===== src/rtl/core_pkg.sv =====
// +-----------------------------------------------------------------------------+
// | core_pkg : shared fetch-stage types and widths                               |
// | Rev 1.0                                                                      |
// +-----------------------------------------------------------------------------+
`default_nettype none

package core_pkg;

  localparam int INST_W = 32;
  localparam int ADDR_W = 32;
  localparam logic [ADDR_W-1:0] PC_STEP = 32'd4;

  typedef enum logic [0:0] {
    FETCH = 1'b0,
    FLUSH = 1'b1
  } fetch_state_t;

  typedef struct packed {
    logic [ADDR_W-1:0] pc;
    logic [INST_W-1:0] command;
  } fetch_entry_t;

endpackage

`default_nettype wire


===== src/rtl/fetch_fifo.sv =====
// +-----------------------------------------------------------------------------+
// | fetch_fifo : power-of-two FIFO with clear, occupancy count and head output   |
// | Rev 1.0                                                                      |
// +-----------------------------------------------------------------------------+
`default_nettype none

module fetch_fifo #(
  parameter int WIDTH = 64,
  parameter int DEPTH = 4
) (
  input  logic                       clk,
  input  logic                       rst,
  input  logic                       clear,
  input  logic                       push,
  input  logic [WIDTH-1:0]           push_data,
  input  logic                       pop,
  output logic [$clog2(DEPTH):0]     count,
  output logic                       empty,
  output logic [WIDTH-1:0]           head
);

  localparam int PW = $clog2(DEPTH);
  localparam int CW = PW + 1;

  logic [WIDTH-1:0] mem_q [DEPTH];
  logic [PW-1:0]    rd_ptr_q, rd_ptr_d;
  logic [PW-1:0]    wr_ptr_q, wr_ptr_d;
  logic [CW-1:0]    count_q, count_d;
  logic             do_push, do_pop;
  logic             full;

  always_comb begin
    do_pop   = pop && (count_q != '0) && !clear;
    do_push  = push && !clear;
    rd_ptr_d = rd_ptr_q;
    wr_ptr_d = wr_ptr_q;
    count_d  = count_q;
    if (clear) begin
      rd_ptr_d = '0;
      wr_ptr_d = '0;
      count_d  = '0;
    end else begin
      // Pointers wrap naturally because DEPTH is a power of two.
      if (do_push) wr_ptr_d = wr_ptr_q + PW'(1);
      if (do_pop)  rd_ptr_d = rd_ptr_q + PW'(1);
      count_d = count_q + CW'(do_push) - CW'(do_pop);
    end
  end

  always_ff @(posedge clk) begin
    if (rst) begin
      rd_ptr_q <= '0;
      wr_ptr_q <= '0;
      count_q  <= '0;
    end else begin
      rd_ptr_q <= rd_ptr_d;
      wr_ptr_q <= wr_ptr_d;
      count_q  <= count_d;
    end
  end

  always_ff @(posedge clk) begin
    if (!rst && do_push) mem_q[wr_ptr_q] <= push_data;
  end

  assign count = count_q;
  assign empty = (count_q == '0);
  assign full  = (count_q == CW'(DEPTH));
  assign head  = mem_q[rd_ptr_q];

  a_no_overflow: assert property (@(posedge clk) disable iff (rst)
    !(push && !clear && !pop && full));

endmodule

`default_nettype wire


===== src/rtl/fetch_queue.sv =====
// +-----------------------------------------------------------------------------+
// | fetch_queue : in-order imem fetch with PC-tagged queue and redirect flush    |
// | Option FETCH_BYPASS_EN: same-cycle rvalid -> inst_valid when queue is empty  |
// | Rev 1.0                                                                      |
// +-----------------------------------------------------------------------------+
`default_nettype none

module fetch_queue
  import core_pkg::*;
#(
  parameter int          DEPTH     = 4,
  parameter int          MAX_OUTST = 2,
  parameter logic [31:0] RESET_PC  = 32'h0
) (
  input  logic              clk,
  input  logic              rst,
  output logic              imem_req,
  output logic [ADDR_W-1:0] imem_addr,
  input  logic              imem_gnt,
  input  logic              imem_rvalid,
  input  logic [INST_W-1:0] imem_rdata,
  input  logic              redirect,
  input  logic [ADDR_W-1:0] redirect_pc,
  input  logic              stall,
  output logic              inst_valid,
  output logic [ADDR_W-1:0] inst_pc,
  output logic [INST_W-1:0] inst_command
);

  localparam int CW = $clog2(DEPTH) + 1;
  localparam int OW = $clog2(MAX_OUTST + 1);

  fetch_state_t      state_q, state_d;
  logic [ADDR_W-1:0] fetch_pc_q, fetch_pc_d;
  logic [ADDR_W-1:0] ret_pc_q, ret_pc_d;
  logic [OW-1:0]     outst_q, outst_d, outst_next;
  logic [OW-1:0]     drop_q, drop_d;

  logic              fifo_clear, fifo_push, fifo_pop, fifo_empty;
  logic [CW-1:0]     fifo_count;
  fetch_entry_t      push_entry, head_entry;
  logic              issue, can_issue, bypass_hit;

  fetch_fifo #(
    .WIDTH ($bits(fetch_entry_t)),
    .DEPTH (DEPTH)
  ) u_fifo (
    .clk       (clk),
    .rst       (rst),
    .clear     (fifo_clear),
    .push      (fifo_push),
    .push_data (push_entry),
    .pop       (fifo_pop),
    .count     (fifo_count),
    .empty     (fifo_empty),
    .head      (head_entry)
  );

  // Queue slots are reserved at issue time, so a returning word always fits.
  assign can_issue  = ((int'(fifo_count) + int'(outst_q)) < DEPTH) && (int'(outst_q) < MAX_OUTST);
  assign issue      = imem_req && imem_gnt;
  assign outst_next = outst_q + OW'(issue) - OW'(imem_rvalid);
  assign push_entry = '{pc: ret_pc_q, command: imem_rdata};

`ifdef FETCH_BYPASS_EN
  assign bypass_hit = imem_rvalid && fifo_empty && (state_q == FETCH) && !redirect;
`else
  assign bypass_hit = 1'b0;
`endif

  always_ff @(posedge clk) begin
    if (rst) begin
      state_q    <= FETCH;
      fetch_pc_q <= RESET_PC;
      ret_pc_q   <= RESET_PC;
      outst_q    <= '0;
      drop_q     <= '0;
    end else begin
      state_q    <= state_d;
      fetch_pc_q <= fetch_pc_d;
      ret_pc_q   <= ret_pc_d;
      outst_q    <= outst_d;
      drop_q     <= drop_d;
    end
  end

  always_comb begin
    state_d = state_q;
    if (redirect) begin
      state_d = (outst_next != '0) ? FLUSH : FETCH;
    end else if ((state_q == FLUSH) && imem_rvalid && (drop_q == OW'(1))) begin
      state_d = FETCH;
    end
  end

  always_comb begin
    imem_req     = !rst && (state_q == FETCH) && can_issue;
    imem_addr    = fetch_pc_q;
    inst_valid   = 1'b0;
    inst_pc      = '0;
    inst_command = '0;
    if (!rst) begin
      if (!fifo_empty) begin
        inst_valid   = 1'b1;
        inst_pc      = head_entry.pc;
        inst_command = head_entry.command;
      end else if (bypass_hit) begin
        inst_valid   = 1'b1;
        inst_pc      = ret_pc_q;
        inst_command = imem_rdata;
      end
    end
  end

  always_comb begin
    fetch_pc_d = fetch_pc_q;
    ret_pc_d   = ret_pc_q;
    outst_d    = outst_next;
    drop_d     = drop_q;
    fifo_clear = 1'b0;
    fifo_push  = 1'b0;
    fifo_pop   = 1'b0;
    if (redirect) begin
      // Everything still in flight after this cycle belongs to the old path.
      fifo_clear = 1'b1;
      fetch_pc_d = redirect_pc;
      ret_pc_d   = redirect_pc;
      drop_d     = outst_next;
    end else begin
      if (issue) fetch_pc_d = fetch_pc_q + PC_STEP;
      if (state_q == FLUSH) begin
        if (imem_rvalid) drop_d = drop_q - OW'(1);
      end else begin
        fifo_pop = !fifo_empty && !stall;
        if (imem_rvalid) begin
          ret_pc_d  = ret_pc_q + PC_STEP;
          fifo_push = !(bypass_hit && !stall);
        end
      end
    end
  end

endmodule

`default_nettype wire


===== config.mk =====
export PLATFORM = sky130hd
export DESIGN_NAME = fetch_queue
export DESIGN_NICKNAME = d
export VERILOG_FILES = /design/src/rtl/core_pkg.sv /design/src/rtl/fetch_fifo.sv /design/src/rtl/fetch_queue.sv
export SDC_FILE = /design/constraint.sdc
export NUM_CORES = 1
export LEC_CHECK = 0
export ABC_AREA = 1
export CAP_MARGIN = 15
export CORE_MARGIN = 4
export CORE_UTILIZATION = 55
export DETAILED_ROUTE_END_ITERATION = 8
export PLACE_DENSITY_LB_ADDON = 0.1
export SKIP_LAST_GASP = 1
export SYNTH_ARGS = -nofsm -noshare
export SYNTH_HDL_FRONTEND = slang
export SYNTH_SLANG_ARGS = --single-unit

===== constraint.sdc =====
create_clock -name clk -period 7.15 [get_ports clk]
set_input_delay 2.145 -clock clk [delete_from_list [all_inputs] [get_ports clk]]
set_output_delay 2.145 -clock clk [all_outputs]
set_load 0.01 [all_outputs]

==> results of run 1 <==
metrics by stage:
stage | worst slack, ns | utilization [%] | instances | instance area, µm² | hold slack, ns
CTS | 0.779 | 66.7 | 2101 | 17900 | 0.460
global route | 0.798 | 66.8 | 2102 | 18000 | 0.475
finish | 0.916 | 66.8 | 2102 | 18000 | 0.459
global placement | 0.944 | 62.7 | 2037 | 16800 | 0.431
detailed placement | 0.789 | 62.7 | 2037 | 16800 | 0.447
floorplan | 1.27 | - | 1590 | 14900 | 0.436
cells by family after synthesis:
kind of cell,count (synthesis),share of synthesized area (%)
compound gates,337,11.6
flops,334,61.9
fa+ha+maj,13,1.14
xor+xnor,18,1.05
buf+inv,163,4.54
simple gates,725,19.8
final timing paths:
check,depth (start not counted),to,slack [ns]
max,6,imem_req,0.92
min,2,imem_addr[1]$_SDFFE_PP0P_,0.46
max reg2reg,6,u_fifo.mem_q[0][30]$_DFFE_PP_,4.60
min reg2reg,2,imem_addr[1]$_SDFFE_PP0P_,0.46
sequential cells by signal, indices dropped and copies added, names as in the netlist, named ones only:
name	count
u_fifo.rd_ptr_q	2
u_fifo.wr_ptr_q	2
ret_pc_q	32
outst_q	2
u_fifo.mem_q	256
u_fifo.count	3
drop_q	2
imem_addr	32
state_q	1
cells in the final DEF, fill, tap and decap left out, drive strengths merged, types with 2 or more instances in the layout:
cell type        n
clkinv          20
o21a             2
nand4            6
inv             86
ha              12
bufinv           2
clkdlybuf4s50  166
buf             16
o21ai          181
nand3b          13
dfxtp           78
a31oi           13
nand3           58
nand2          274
nor3             5
a21oi          134
edfxtp         256
nor2           368
xnor2            5
xor2            13
o21bai           5
clkbuf          43
where the power goes:
group / internal [mW] / total, mW / switching (mW) / leakage [nW]
Sequential: 2.16 / 2.24 / 0.0766 / 2.97
Combinational: 0.150 / 0.348 / 0.197 / 2.87
Clock: 0.998 / 1.71 / 0.711 / 0.533
worst max-delay path, cell delays in order:
cell and delay, ns:
clkdlybuf4s50_1 0.49, buf_4 0.39, clkinv_4 0.34, nand3b_4 0.19, nor2_4 0.06, clkdlybuf4s50_1 0.47
area by class of cell:
| cell class | count | area share (%) |
|---|---|---|
| flip-flops and latches | 334 | 51.5 |
| multi-input cells | 1093 | 28.1 |
| repair buffers | 182 | 10.0 |
| clock buffers | 43 | 5.16 |
| well taps | 341 | 2.38 |
| inverters | 88 | 1.88 |
| clock inverters | 21 | 0.899 |
layer usage:
metal	part of all wire (%)	up-vias	track usage, %
met2	48	433	40.1
met1	43	5506	32.1
li1	-	5662	-
met4	2.6	0	7.45
met3	6.2	64	3.41
met5	0	-	0
==> summary.txt, run 1 <==
largest net degree at the start of global routing: 109
endpoints failing hold: 0
final worst-path cycle share: 87.2%
Sink Count: 334
final setup violation count: 0
Core Area: 26900 µm²
Final GP Congestion: 0.951
initial DRC count: 948
H-tree depth: 2
relative slew slack: 20.8%
1st-pass router iterations: 5
Primary FF master, synth: edfxtp_1
max-slew violations: 0
WS Path Type: in2out
share of flip-flops with an asynchronous set or reset: 0%
vias in the first global route: 11300
crit start category: input port
final wirelength: 36400 µm
# hold bufs at CTS: 0
Leak: 6.38 nW
min-delay src: imem_addr[1]$_SDFFE_PP0P_
gr usage total: 23.7%
CTS Root Cell: clkbuf_16
Final nets: 1817
# diodes: 0
Ys Warns: 0
Hold Crit Class: reg2reg
max-cap viol count: 0
RSZ-0062 raised after global routing: false
number of synthesized flops with an enable pin: 256
CP arrival: 4.09 ns
global-route wire length before repair: 58300 µm
Synth area leader: edfxtp_1
FF-to-FF Start: state_q$_SDFFE_PP0P_
grt ovf: 0
post-synth cell types: 39
IO buf count: 167
largest cells by area after synthesis: edfxtp_1, dfxtp_1, nor2_1
Seq/Total Area, Yosys: 61.9%
WP data required: 5.01 ns
Starting Density: 55.6%
Post-Syn Area: 14900 µm²
Std-Cell Rows: 60
area delta synth->final: 20.2%
outcome: complete, no violations
synthesized area per cell: 9.40 µm²
Least-Margin Pin Slew: 1.19 ns
total power: 4.29 mW
clock skew: 0.0126 ns
setup TNS after final layout: 0 ns
antenna-violating nets left: 0
Wirelength per Cell: 17.3 µm
DRC: 0
Post-Synthesis Cells: 1590
initial antenna violation count: 0
Syn Nets: 1673
clk_lat worst skew: 0.51 ns
#FFs+latches synth: 334
worst IR drop on VDD: 0.132 mV
worst-path maximum fanout: 37
Synth top area share: 51.4%
Multi-input gate area: 5050 µm²
DR vias/cell: 5.55
post-CTS setup repair buffer count: 0
CTS tree: done
CTS resizes: 0
cell with the most instances after synthesis: nor2_1
Cell Pwr Density: 239 nW/µm²
share of layout cells above drive strength 1: 5.45%
total number of vias: 11700
number of fill cells: 2127
CP Launch Point: rst
Detailed Place HPWL: 22800 µm
num ports: 168
CP Capture Type: output pin
min cycle time layout: 6.23 ns
clk slew on worst S/H paths: 0.06 ns
Seq. cell area: 9250 µm²
CTS Buf Count: 35
Die Y: 173 µm
top cells by count, synth: nor2_1, nand2_1, edfxtp_1, o21ai_0, a21oi_1
area of the die: 29900 µm²
DIE WIDTH: 173 µm
FMAX: 160 MHz
worst-case clock buffer depth: 3
Power figures use the tool's default switching activity.
==> inputs of run 2 (changes only) <==
--- a/config.mk
+++ b/config.mk
@@ -11,6 +11,7 @@
 export CORE_UTILIZATION = 55
 export DETAILED_ROUTE_END_ITERATION = 8
 export PLACE_DENSITY_LB_ADDON = 0.1
+export SKIP_CTS_REPAIR_TIMING = 1
 export SKIP_LAST_GASP = 1
 export SYNTH_ARGS = -nofsm -noshare
 export SYNTH_HDL_FRONTEND = slang
==> results of run 2 <==
No change in the layout: final DEF, timing and power equal those of run 1.
